### src/rtl/fp_pkg.sv
// ============================================================================
// Module : fp_pkg
// Brief  : Shared floating-point widths, flag bit positions and canonical NaN.
// Rev    : 1.0
// ============================================================================
`default_nettype none

package fp_pkg;

    localparam int FP_EXP_W = 8;
    localparam int FP_MAN_W = 23;

    // flags = {invalid, overflow, underflow, inexact}
    localparam int FLAG_W         = 4;
    localparam int FLAG_INVALID   = 3;
    localparam int FLAG_OVERFLOW  = 2;
    localparam int FLAG_UNDERFLOW = 1;
    localparam int FLAG_INEXACT   = 0;

    // Quiet NaN: sign 0, exponent all-ones, mantissa MSB set, rest clear.
    function automatic logic [63:0] fp_qnan(input int exp_w, input int man_w);
        logic [63:0] v;
        v = ((64'd1 << exp_w) - 64'd1) << man_w;
        v = v | (64'd1 << (man_w - 1));
        return v;
    endfunction

endpackage

`default_nettype wire

### src/rtl/fp_lzc.sv
// ============================================================================
// Module : fp_lzc
// Brief  : Parametrised leading-zero counter; an all-zero input yields WIDTH.
// Rev    : 1.0
// ============================================================================
`default_nettype none

module fp_lzc #(
    parameter  int WIDTH = 28,
    localparam int CNT_W = $clog2(WIDTH + 1)
) (
    input  logic [WIDTH-1:0] value,
    output logic [CNT_W-1:0] count
);

    // Scanning upward lets the most significant set bit win.
    always_comb begin
        count = CNT_W'(WIDTH);
        for (int i = 0; i < WIDTH; i++) begin
            if (value[i]) begin
                count = CNT_W'(WIDTH - 1 - i);
            end
        end
    end

endmodule

`default_nettype wire

### src/rtl/fp_addsub_pipe.sv
// ============================================================================
// Module : fp_addsub_pipe
// Brief  : 3-stage IEEE-754 style adder/subtractor, RNE, flush-to-zero.
// Rev    : 1.0
// ============================================================================
`default_nettype none

module fp_addsub_pipe
    import fp_pkg::*;
#(
    parameter  int EXP_W = FP_EXP_W,
    parameter  int MAN_W = FP_MAN_W,
    localparam int W     = 1 + EXP_W + MAN_W
) (
    input  logic              clk,
    input  logic              rst,
    input  logic              in_valid,
    output logic              in_ready,
    input  logic [W-1:0]      a,
    input  logic [W-1:0]      b,
    input  logic              op,
    output logic              out_valid,
    input  logic              out_ready,
    output logic [W-1:0]      result,
    output logic [FLAG_W-1:0] flags
);

    localparam int SW  = MAN_W + 4;          // hidden bit + mantissa + G/R/S
    localparam int NW  = SW + 1;             // plus carry-out
    localparam int LZW = $clog2(NW + 1);
    localparam int EW  = EXP_W + 2;          // signed exponent headroom

    localparam logic [EXP_W-1:0] C_EXP_MAX = {EXP_W{1'b1}};
    localparam logic [W-1:0]     C_QNAN    = W'(fp_qnan(EXP_W, MAN_W));

    logic w_en;
    assign w_en     = !out_valid || out_ready;
    assign in_ready = w_en;

    // ---------------- S1: unpack, classify, swap, align ----------------
    logic             w_sa, w_sb;
    logic [EXP_W-1:0] w_ea, w_eb;
    logic [MAN_W-1:0] w_ma, w_mb;
    logic             w_a_nan, w_b_nan, w_a_inf, w_b_inf;
    logic [MAN_W:0]   w_sig_a, w_sig_b;

    assign w_sa = a[W-1];
    assign w_sb = b[W-1] ^ op;
    assign w_ea = a[W-2:MAN_W];
    assign w_eb = b[W-2:MAN_W];
    assign w_ma = a[MAN_W-1:0];
    assign w_mb = b[MAN_W-1:0];

    assign w_a_nan = (w_ea == C_EXP_MAX) && (w_ma != '0);
    assign w_b_nan = (w_eb == C_EXP_MAX) && (w_mb != '0);
    assign w_a_inf = (w_ea == C_EXP_MAX) && (w_ma == '0);
    assign w_b_inf = (w_eb == C_EXP_MAX) && (w_mb == '0);
    // Subnormals have a zero exponent and are treated as zero.
    assign w_sig_a = (w_ea == '0) ? '0 : {1'b1, w_ma};
    assign w_sig_b = (w_eb == '0) ? '0 : {1'b1, w_mb};

    logic              w_special;
    logic [W-1:0]      w_spec_res;
    logic [FLAG_W-1:0] w_spec_flags;

    always_comb begin
        w_special    = w_a_nan || w_b_nan || w_a_inf || w_b_inf;
        w_spec_flags = '0;
        if (w_a_nan || w_b_nan || (w_a_inf && w_b_inf && (w_sa != w_sb))) begin
            w_spec_res                 = C_QNAN;
            w_spec_flags[FLAG_INVALID] = 1'b1;
        end else if (w_a_inf) begin
            w_spec_res = {w_sa, C_EXP_MAX, {MAN_W{1'b0}}};
        end else begin
            w_spec_res = {w_sb, C_EXP_MAX, {MAN_W{1'b0}}};
        end
    end

    logic             w_a_ge_b;
    logic             w_sign_big;
    logic [EXP_W-1:0] w_exp_big, w_exp_small, w_diff;
    logic [MAN_W:0]   w_sig_big, w_sig_small;
    logic [SW-1:0]    w_small_ext, w_shifted, w_aligned;
    logic             w_lost;

    assign w_a_ge_b = {w_ea, w_sig_a} >= {w_eb, w_sig_b};

    always_comb begin
        if (w_a_ge_b) begin
            w_sign_big  = w_sa;
            w_exp_big   = w_ea;
            w_sig_big   = w_sig_a;
            w_exp_small = w_eb;
            w_sig_small = w_sig_b;
        end else begin
            w_sign_big  = w_sb;
            w_exp_big   = w_eb;
            w_sig_big   = w_sig_b;
            w_exp_small = w_ea;
            w_sig_small = w_sig_a;
        end
    end

    assign w_diff      = w_exp_big - w_exp_small;
    assign w_small_ext = {w_sig_small, 3'b000};
    assign w_shifted   = w_small_ext >> w_diff;
    assign w_lost      = ((w_shifted << w_diff) != w_small_ext);

    always_comb begin
        if (int'(w_diff) >= SW - 1) begin
            w_aligned = {{(SW-1){1'b0}}, |w_sig_small};
        end else begin
            w_aligned = w_shifted | {{(SW-1){1'b0}}, w_lost};
        end
    end

    logic              r1_valid, r1_special, r1_sign, r1_sub;
    logic [W-1:0]      r1_spec_res;
    logic [FLAG_W-1:0] r1_spec_flags;
    logic [EXP_W-1:0]  r1_exp;
    logic [SW-1:0]     r1_big, r1_small;

    always_ff @(posedge clk) begin
        if (w_en) begin
            r1_special    <= w_special;
            r1_spec_res   <= w_spec_res;
            r1_spec_flags <= w_spec_flags;
            r1_sign       <= w_sign_big;
            r1_sub        <= (w_sa != w_sb);
            r1_exp        <= w_exp_big;
            r1_big        <= {w_sig_big, 3'b000};
            r1_small      <= w_aligned;
        end
    end

    // ---------------- S2: add/sub, leading-zero count ----------------
    logic [NW-1:0]  w_sum;
    logic [LZW-1:0] w_lzc;

    // The base is never smaller than the aligned operand, so no borrow out.
    assign w_sum = r1_sub ? ({1'b0, r1_big} - {1'b0, r1_small})
                          : ({1'b0, r1_big} + {1'b0, r1_small});

    fp_lzc #(
        .WIDTH (NW)
    ) u_lzc (
        .value (w_sum),
        .count (w_lzc)
    );

    logic              r2_valid, r2_special, r2_sign, r2_sub;
    logic [W-1:0]      r2_spec_res;
    logic [FLAG_W-1:0] r2_spec_flags;
    logic [EXP_W-1:0]  r2_exp;
    logic [NW-1:0]     r2_sum;
    logic [LZW-1:0]    r2_lzc;

    always_ff @(posedge clk) begin
        if (w_en) begin
            r2_special    <= r1_special;
            r2_spec_res   <= r1_spec_res;
            r2_spec_flags <= r1_spec_flags;
            r2_sign       <= r1_sign;
            r2_sub        <= r1_sub;
            r2_exp        <= r1_exp;
            r2_sum        <= w_sum;
            r2_lzc        <= w_lzc;
        end
    end

    // ---------------- S3: normalise, round, pack ----------------
    logic [LZW-1:0]       w_lz;
    logic [SW-1:0]        w_norm;
    logic signed [EW-1:0] w_exp_n, w_exp_r;
    logic                 w_g, w_r, w_s, w_rnd_up, w_inexact;
    logic [MAN_W+1:0]     w_m_r;
    logic [W-1:0]         w_res;
    logic [FLAG_W-1:0]    w_flags;

    assign w_lz = r2_lzc - LZW'(1);

    always_comb begin
        if (r2_sum[NW-1]) begin
            w_norm    = r2_sum[NW-1:1];
            w_norm[0] = r2_sum[1] | r2_sum[0];
            w_exp_n   = $signed(EW'(r2_exp)) + $signed(EW'(1));
        end else begin
            // Bits shifted up from R/S keep their OR intact for rounding.
            w_norm  = r2_sum[SW-1:0] << w_lz;
            w_exp_n = $signed(EW'(r2_exp)) - $signed(EW'(w_lz));
        end
    end

    assign w_g       = w_norm[2];
    assign w_r       = w_norm[1];
    assign w_s       = w_norm[0];
    assign w_inexact = w_g | w_r | w_s;
    assign w_rnd_up  = w_g & (w_r | w_s | w_norm[3]);
    assign w_m_r     = {1'b0, w_norm[SW-1:3]} + (MAN_W+2)'(w_rnd_up);
    assign w_exp_r   = w_exp_n + $signed(EW'(w_m_r[MAN_W+1]));

    always_comb begin
        w_res   = {r2_sign, w_exp_r[EXP_W-1:0], w_m_r[MAN_W-1:0]};
        w_flags = '0;
        w_flags[FLAG_INEXACT] = w_inexact;
        if (r2_special) begin
            w_res   = r2_spec_res;
            w_flags = r2_spec_flags;
        end else if (r2_sum == '0) begin
            w_res   = {r2_sign & ~r2_sub, {(W-1){1'b0}}};
            w_flags = '0;
        end else if (w_exp_n[EW-1] || (w_exp_n == '0)) begin
            w_res                   = {r2_sign, {(W-1){1'b0}}};
            w_flags                 = '0;
            w_flags[FLAG_UNDERFLOW] = 1'b1;
            w_flags[FLAG_INEXACT]   = 1'b1;
        end else if (w_exp_r >= $signed(EW'(C_EXP_MAX))) begin
            w_res                  = {r2_sign, C_EXP_MAX, {MAN_W{1'b0}}};
            w_flags                = '0;
            w_flags[FLAG_OVERFLOW] = 1'b1;
            w_flags[FLAG_INEXACT]  = 1'b1;
        end
    end

    // Valid bits are the only control state; reset beats the advance enable.
    always_ff @(posedge clk) begin
        if (rst) begin
            r1_valid  <= 1'b0;
            r2_valid  <= 1'b0;
            out_valid <= 1'b0;
            result    <= '0;
            flags     <= '0;
        end else if (w_en) begin
            r1_valid  <= in_valid;
            r2_valid  <= r1_valid;
            out_valid <= r2_valid;
            if (r2_valid) begin
                result <= w_res;
                flags  <= w_flags;
            end
        end
    end

endmodule

`default_nettype wire

### config.mk
export PLATFORM = sky130hd
export DESIGN_NAME = fp_addsub_pipe
export DESIGN_NICKNAME = d
export VERILOG_FILES = /design/src/rtl/fp_pkg.sv /design/src/rtl/fp_lzc.sv /design/src/rtl/fp_addsub_pipe.sv
export SDC_FILE = /design/constraint.sdc
export NUM_CORES = 1
export LEC_CHECK = 0
export CORE_ASPECT_RATIO = 0.5
export CORE_UTILIZATION = 24
export CTS_CLUSTER_SIZE = 30
export DETAILED_ROUTE_END_ITERATION = 8
export SLEW_MARGIN = 40
export SYNTH_ARGS = -nofsm -noshare
export SYNTH_HDL_FRONTEND = slang
export SYNTH_SLANG_ARGS = --single-unit
### constraint.sdc
create_clock -name clk -period 9.5 [get_ports clk]
set_input_delay 1.9 -clock clk [delete_from_list [all_inputs] [get_ports clk]]
set_output_delay 1.9 -clock clk [all_outputs]
set_load 0.05 [all_outputs]
== Word-level counts from Yosys, hierarchy flattened ==
Index checks and enable logic that the tools add are counted.
Word-level totals
  register bits after elaboration: 211
  output and inout bits: 38
Cells by class
  $add $sub $neg: 8
  $lt $le $gt $ge: 3
  equal/unequal tests: 4
  shift operators: 3
  muxes and demuxes: 48
  bitwise operators: 10
  reduce and logical (&&, ||, !) cells: 27
Operators with widths (count)
  $mux W24: 4
  $mux W32: 3
  $mux W4: 17
  $mux W31: 2
  $logic_not A23 Y1: 2
  $reduce_bool A23 Y1: 2
  $mux W3: 11
  $ge A32 B32 Y1: 1
  $add A27 B27 Y28: 1
  $logic_not A28 Y1: 1
  $mux W28: 1
  $sub A27 B27 Y28: 1
  $mux W27: 1
  $ne A27 B27 Y1: 1
  $or A27 B1 Y27: 1
  $shl A27 B5 Y27: 1
  $shl A27 B8 Y27: 1
  $shr A27 B8 Y27: 1
  $add A24 B1 Y25: 1
  $reduce_or A24 Y1: 1
  $eq A8 B8 Y1 const B: 2
  $logic_not A8 Y1: 2
  $mux W8: 2
  $reduce_or A16 Y1: 1
  other kinds (23): 42

== Logic depth before layout (Yosys ltp) ==
  depth after elaboration: 29
  depth in mapped cells: 34
  depth with buffers taken out: 28

== Hierarchy ==
Synthesis repeated with hierarchy kept, for this count alone.
Second synthesis, totals
  cell total of the unflattened synthesis: 2065
  area, all modules: 16223.1 sq um
By module, submodules not included
  fp_addsub_pipe: instances 1, cells an instance 2005, area an instance 15886.5 sq um, sequential area each 4144.0 sq um
  fp_lzc: instances 1, cells an instance 60, area an instance 336.6 sq um, sequential area each 0.0 sq um

== Worst setup path after synthesis ==
OpenSTA, ideal clock, no wires.
  path kind: input -> register
  start point: input a[28]
  end point: register r1_small[0], data pin
  arrival time: 7.841 ns
  setup slack: 1.392 ns
  stages: 27
  buffers on the path: 3
  cell sequence: clkbuf_1 nor4_1 nand2_1 clkbuf_1 nand2_1 inv_1 ha_1 a211oi_1 nor2_1 a21oi_1 o2111ai_2 a211oi_1 a22oi_1 ha_1 or4_1 buf_6 nand2_8 mux4_2 a221o_1 mux2_4 o221ai_2 o221a_2 a31oi_1 o221a_1 a211o_1 nor4_2 a31oi_1
On the way
  word-level cells in the longest chain between the ends: 10
  elaborated cells between the ends (all ways): 14
  those cells by class: add/sub: 1; order compare: 2; eq/ne: 1; shift: 2; mux: 5; bitwise: 1; reduce/logical: 2
Ends and longest elaborated chain
  start: declaration: line fp_addsub_pipe.sv:19  | input logic [W-1:0] a,
  $logic_not A8 Y1: line fp_addsub_pipe.sv:59  | assign w_sig_a = (w_ea == '0) ? '0 : {1'b1, w_ma};
  $mux W24: line fp_addsub_pipe.sv:59
  $ge A32 B32 Y1: line fp_addsub_pipe.sv:86  | assign w_a_ge_b = {w_ea, w_sig_a} >= {w_eb, w_sig_b};
  $mux W8: line fp_addsub_pipe.sv:89  | if (w_a_ge_b) begin
  $sub A8 B8 Y8: line fp_addsub_pipe.sv:104  | assign w_diff = w_exp_big - w_exp_small;
  $shr A27 B8 Y27: line fp_addsub_pipe.sv:106  | assign w_shifted = w_small_ext >> w_diff;
  $shl A27 B8 Y27: line fp_addsub_pipe.sv:107  | assign w_lost = ((w_shifted << w_diff) != w_small_ext);
  $ne A27 B27 Y1: line fp_addsub_pipe.sv:107
  $or A27 B1 Y27: line fp_addsub_pipe.sv:113  | w_aligned = w_shifted | {{(SW-1){1'b0}}, w_lost};
  $mux W1 *: line fp_addsub_pipe.sv:110  | if (int'(w_diff) >= SW - 1) begin
  net w_aligned[0]: line fp_addsub_pipe.sv:83  | logic [SW-1:0] w_small_ext, w_shifted, w_aligned;
  end signal: assignment: line fp_addsub_pipe.sv:132  | r1_small <= w_aligned;
  end: declaration: line fp_addsub_pipe.sv:121  | logic [SW-1:0] r1_big, r1_small;
Mark *: on every way through the listed nets, which the timed path passes. The rest lies on a longest branch.
A chain may end at the register's enable or synchronous reset.

== Worst setup path in the final report ==
  start point: input a[30]
  end point: register r1_small[0], data pin
Same word-level chain as after synthesis.

==> flow_results.org <==
** Outcome
- The run finished with clean final reports.

** Timing
- Headroom to the max-slew limit :: 0.491
- The final hold violation count was 0.
- Max-slew violation count :: 0
- Worst clock skew on the final layout :: 0.0139 ns
- The worst path needs 8.64 ns of the cycle, external delays included.
- Highest clock frequency the design can meet :: 116 MHz
- Summed negative setup slack over all endpoints :: 0 ns
- Pin slew with the least headroom to its limit :: 0.756 ns
- Setup violations remaining at the end of the flow were counted as 0.
- Of the available clock period, the critical path in the final layout requires 0.910.
- RSZ-0062 raised after global routing :: false

** Min path
- The min-delay analysis places its worst path in the category reg2reg.
- The worst hold path was traced through 0 stages.
- In this run the most critical hold path is launched from r1_exp[0]$_DFFE_PN_.
- The worst hold path terminates at r2_exp[0]$_DFFE_PN_.

** Critical path
- Type of element launching the critical path :: input port
- STA puts the critical path data arrival time at 8.82 ns.
- Reg-to-reg setup timing slack :: 1.90 ns
- Counting cells, the worst reg-to-reg path comes to 27.
- The critical path in this run is classified as in2reg.
- The worst register-to-register path begins at r2_lzc[0]$_SDFFCE_PP0N_.
- The worst register-to-register path ends at result[12]$_SDFFE_PP0P_.
- For the worst setup path, the data required time is 9.68 ns.
- Highest cell delay on the worst timing path :: 0.66 ns
- Cell at the slowest stage of the critical path :: sky130_fd_sc_hd__or4_1
- Type of destination of the critical path :: register
- Along the worst path, the maximum fanout reaches 21.

** Drt
- Vias per Instance :: 5.46
- The final route contains 16,900 vias.
- Routed length per instance :: 21.1 um
- DRC Markers :: 0
- Total Routed Length :: 65,200 um
- For this run, the detailed router's first-pass iteration total came to 6.
- Remaining number of nets flagged by the antenna check after routing :: 0
- Iteration-0 DRC count of the detailed router :: 1,708

** Placement
- Buffers placed on the I/O ports in this run total 106.
- Dpl hpwl :: 51,800 um
- Final estimated routing congestion in global placement :: 0.990

** Layout
- Finished Core Util :: 0.295
- After the last flow step, the layout net total stands at 2,346.
- Antenna fix cells :: 0
- After filler insertion, the fill cell instance count of the layout stands at 7,044.
- Share of post-route cells with drive strength above 1 :: 0.139
- Compared with the post-synthesis result, the final layout area differs by 21.6%.

** Logic synthesis
- Net count after synthesis :: 2,192
- For this run, the number of Yosys warnings is 0.
- Synthesis-stage register bit count :: 151
- Async set-or-reset flop fraction in the synthesized netlist :: 0
- The portion of synthesized area spent on multiplexers is 0.0987.
- Dominant register cell in the synthesized netlist :: sky130_fd_sc_hd__edfxtp_1
- After synthesis, the largest family of logic cells by area is compound AO/OA/AOI/OAI gates.
- The share of the Yosys chip area taken by registers is 0.255.
- Averaged over all synthesized cells, the footprint is 8.02 um2.
- Of the total synthesized cell area, the portion taken by XOR and XNOR cells is 0.0355.
- Post-synth cell types :: 102
- Fraction of the mapped netlist area in compound gates :: 0.257
- Synthesis produced 2,027 cells.
- The cell area that synthesis handed to floorplanning was 16,300 um2.
- Post-synth EDFFs :: 112
- Post-synthesis share of cell area spent on and, or, nand and nor gates :: 0.220
- Adder and majority cell fraction of the synthesized area :: 0.0748

** GRT
- The first global-routing pass estimated 98,800 um of wire.
- The via count of the first global-routing pass came to 16,100.
- The initial antenna violation count came to 1.
- For this run, the total global-route usage over all layers was measured as 0.186.
- Maximum number of pins on one net before global-route repair :: 77
- The total overflow left after global routing is 0.

** Clocking
- Later-pin clock latency in the skew report :: 0.44 ns
- The root buffer cell chosen for the clock tree is sky130_fd_sc_hd__clkbuf_16.
- Number of buffers added by the clock tree synthesis step :: 17
- After clock tree synthesis, the repair step resized 0 gates.
- H-tree depth reported by CTS :: 4
- Count of hold-fix buffers inserted at cts :: 0
- Max clock buf depth :: 2
- TritonCTS clock tree :: yes
- Post-CTS setup repair buffer count :: 0
- Count of clock tree sinks :: 151
- Clock slew at reported path FFs :: 0.07 ns

** Die
- The floorplan has 67 rows.
- The floorplan step defined a core boundary enclosing 67,000 um2.
- The initial utilization of the core area, before any placement, comes to 0.243.
- Vertical extent of the die :: 186 um
- Die Outline Area :: 68,900 um2
- In this run the count of I/O pins placed on the die edge is 107.
- The die is 370 um wide.

** Pwr
- VDD sags by at most 0.0982 mV.
- For this design the static power due to leakage is 0.00752 uW.
- Power density over cell area :: 227 nW/um2

** Flow run
- Maxcap violations :: 0
placed cells by master (no fill, tap or decap), types with 21 or more instances in the layout:
cell type / netlist / final
sky130_fd_sc_hd__edfxtp_1: 112 / 112
sky130_fd_sc_hd__inv_1: 107 / 107
sky130_fd_sc_hd__nand3_1: 72 / 72
sky130_fd_sc_hd__o31ai_1: 23 / 23
sky130_fd_sc_hd__ha_1: 94 / 92
sky130_fd_sc_hd__xor2_1: 24 / 21
sky130_fd_sc_hd__clkdlybuf4s50_1: 0 / 106
sky130_fd_sc_hd__a211oi_1: 36 / 36
sky130_fd_sc_hd__nor2_1: 169 / 167
sky130_fd_sc_hd__mux2i_1: 43 / 43
sky130_fd_sc_hd__and3_1: 22 / 22
sky130_fd_sc_hd__mux2_2: 21 / 21
sky130_fd_sc_hd__dfxtp_1: 39 / 39
sky130_fd_sc_hd__o21ai_0: 130 / 127
sky130_fd_sc_hd__nor4_1: 31 / 30
sky130_fd_sc_hd__nand2_1: 254 / 254
sky130_fd_sc_hd__a21oi_1: 141 / 141
sky130_fd_sc_hd__xnor2_1: 42 / 42
sky130_fd_sc_hd__buf_4: 9 / 149
sky130_fd_sc_hd__o21a_1: 23 / 23
sky130_fd_sc_hd__nor3_1: 92 / 92
sky130_fd_sc_hd__mux4_2: 41 / 41
sky130_fd_sc_hd__and2_1: 25 / 25
layer usage:
| layer | wire (um) | global-route usage | vias up | share of wire |
|---|---|---|---|---|
| met5 | 0 | 0 | - | 0 |
| met4 | 2440 | 0.0745 | 0 | 0.037 |
| met3 | 4210 | 0.0293 | 137 | 0.065 |
| met2 | 30400 | 0.316 | 680 | 0.47 |
| met1 | 28100 | 0.237 | 8125 | 0.43 |
| li1 | - | - | 7927 | - |
cell type report:
type | count | area [um2] | share of cell area
Clock inverter | 13 | 125 | 0.00633
Multi-Input combinational cell | 1641 | 11200 | 0.567
Sequential cell | 151 | 4140 | 0.210
Inverter | 109 | 409 | 0.0207
Timing Repair Buffer | 261 | 2290 | 0.116
Clock buffer | 19 | 464 | 0.0235
Tap cell | 897 | 1120 | 0.0568
worst max path at each step:
stage | from | to | cells after the start
after floorplan | a[28] | r1_small[0]$_DFFE_PN_ | 27
after global placement | a[23] | r1_small[0]$_DFFE_PN_ | 27
after detailed placement | a[30] | r1_small[0]$_DFFE_PN_ | 27
after CTS | a[30] | r1_small[0]$_DFFE_PN_ | 27
after global routing | a[30] | r1_small[0]$_DFFE_PN_ | 27
final | a[30] | r1_small[0]$_DFFE_PN_ | 27
worst max-delay path, delay by kind of cell:
kind                     cells  cell delay, ns
AO/OA/AOI/OAI               12            2.62
AND/OR/NAND/NOR              7            1.92
buffers and inverters        4            1.20
multiplexers                 2            0.63
adder cells (fa/ha/maj)      2            0.55
stage by stage:
| stage | hold slack, ns | power (uW) | std cells | instance area, um2 | setup slack (ns) |
|---|---|---|---|---|---|
| final | 0.419 | 4480 | 3091 | 19800 | 0.856 |
| after global routing | 0.426 | 4760 | 3091 | 19800 | 0.448 |
| after CTS | 0.416 | 4450 | 3091 | 19800 | 0.963 |
| after detailed placement | 0.405 | 3750 | 3059 | 19200 | 0.496 |
| after global placement | 0.404 | 3770 | 3059 | 19200 | 0.506 |
| after floorplan | 0.400 | 2860 | 2027 | 16300 | 1.39 |
cells by family after synthesis:
group	after synthesis
AOI/OAI and AO/OA	613
xor gates and xnor gates	66
adders and majority gates	96
buffers and inverters	235
DFF	151
muxes	106
and+or+nand+nor	760
sequential cells by signal, indices dropped and copies added, names as in the netlist:
register and flops:
result 32, r2_sum 28, r1_small 27, r1_big 24
r1_exp 8, r2_exp 8, r2_lzc 5, flags 4
r1_spec_res 2, r2_spec_res 2, out_valid 1, r1_sign 1
r1_spec_flags 1, r1_special 1, r1_sub 1, r1_valid 1
r2_sign 1, r2_spec_flags 1, r2_special 1, r2_sub 1
r2_valid 1
power by group:
part | leakage (uW) | internal [uW] | switching (uW)
sequential | 0.00155 | 851 | 123
combinational | 0.00567 | 1110 | 1720
clock | 0.000290 | 370 | 306
total | 0.00752 | 2330 | 2150
Yosys cell counts, types with 13 or more instances:
cell type | count | area (um2)
sky130_fd_sc_hd__xnor2_1 | 42 | 368
sky130_fd_sc_hd__o21ai_0 | 130 | 651
sky130_fd_sc_hd__and3_1 | 22 | 138
sky130_fd_sc_hd__o31ai_1 | 23 | 173
sky130_fd_sc_hd__a22o_1 | 17 | 149
sky130_fd_sc_hd__xor2_1 | 24 | 210
sky130_fd_sc_hd__a31oi_1 | 20 | 125
sky130_fd_sc_hd__dfxtp_1 | 39 | 781
sky130_fd_sc_hd__ha_1 | 94 | 1180
sky130_fd_sc_hd__buf_2 | 16 | 80.1
sky130_fd_sc_hd__nor4_1 | 31 | 194
sky130_fd_sc_hd__o211ai_1 | 18 | 135
sky130_fd_sc_hd__o22ai_1 | 13 | 81.3
sky130_fd_sc_hd__or3_1 | 13 | 81.3
sky130_fd_sc_hd__a211oi_1 | 36 | 270
sky130_fd_sc_hd__and2_1 | 25 | 156
sky130_fd_sc_hd__clkbuf_1 | 84 | 315
sky130_fd_sc_hd__nand2_1 | 254 | 953
sky130_fd_sc_hd__a21oi_1 | 141 | 706
sky130_fd_sc_hd__mux4_2 | 41 | 923
sky130_fd_sc_hd__mux2i_1 | 43 | 430
sky130_fd_sc_hd__o21bai_1 | 15 | 113
sky130_fd_sc_hd__nor2_1 | 169 | 634
sky130_fd_sc_hd__a21o_1 | 20 | 150
sky130_fd_sc_hd__edfxtp_1 | 112 | 3360
sky130_fd_sc_hd__o21a_1 | 23 | 173
sky130_fd_sc_hd__nand2b_1 | 13 | 81.3
sky130_fd_sc_hd__nand3_1 | 72 | 360
sky130_fd_sc_hd__nor3_1 | 92 | 460
sky130_fd_sc_hd__inv_1 | 107 | 402
sky130_fd_sc_hd__nand4_1 | 17 | 106
sky130_fd_sc_hd__mux2_2 | 21 | 236
Power figures use the tool's default switching activity.
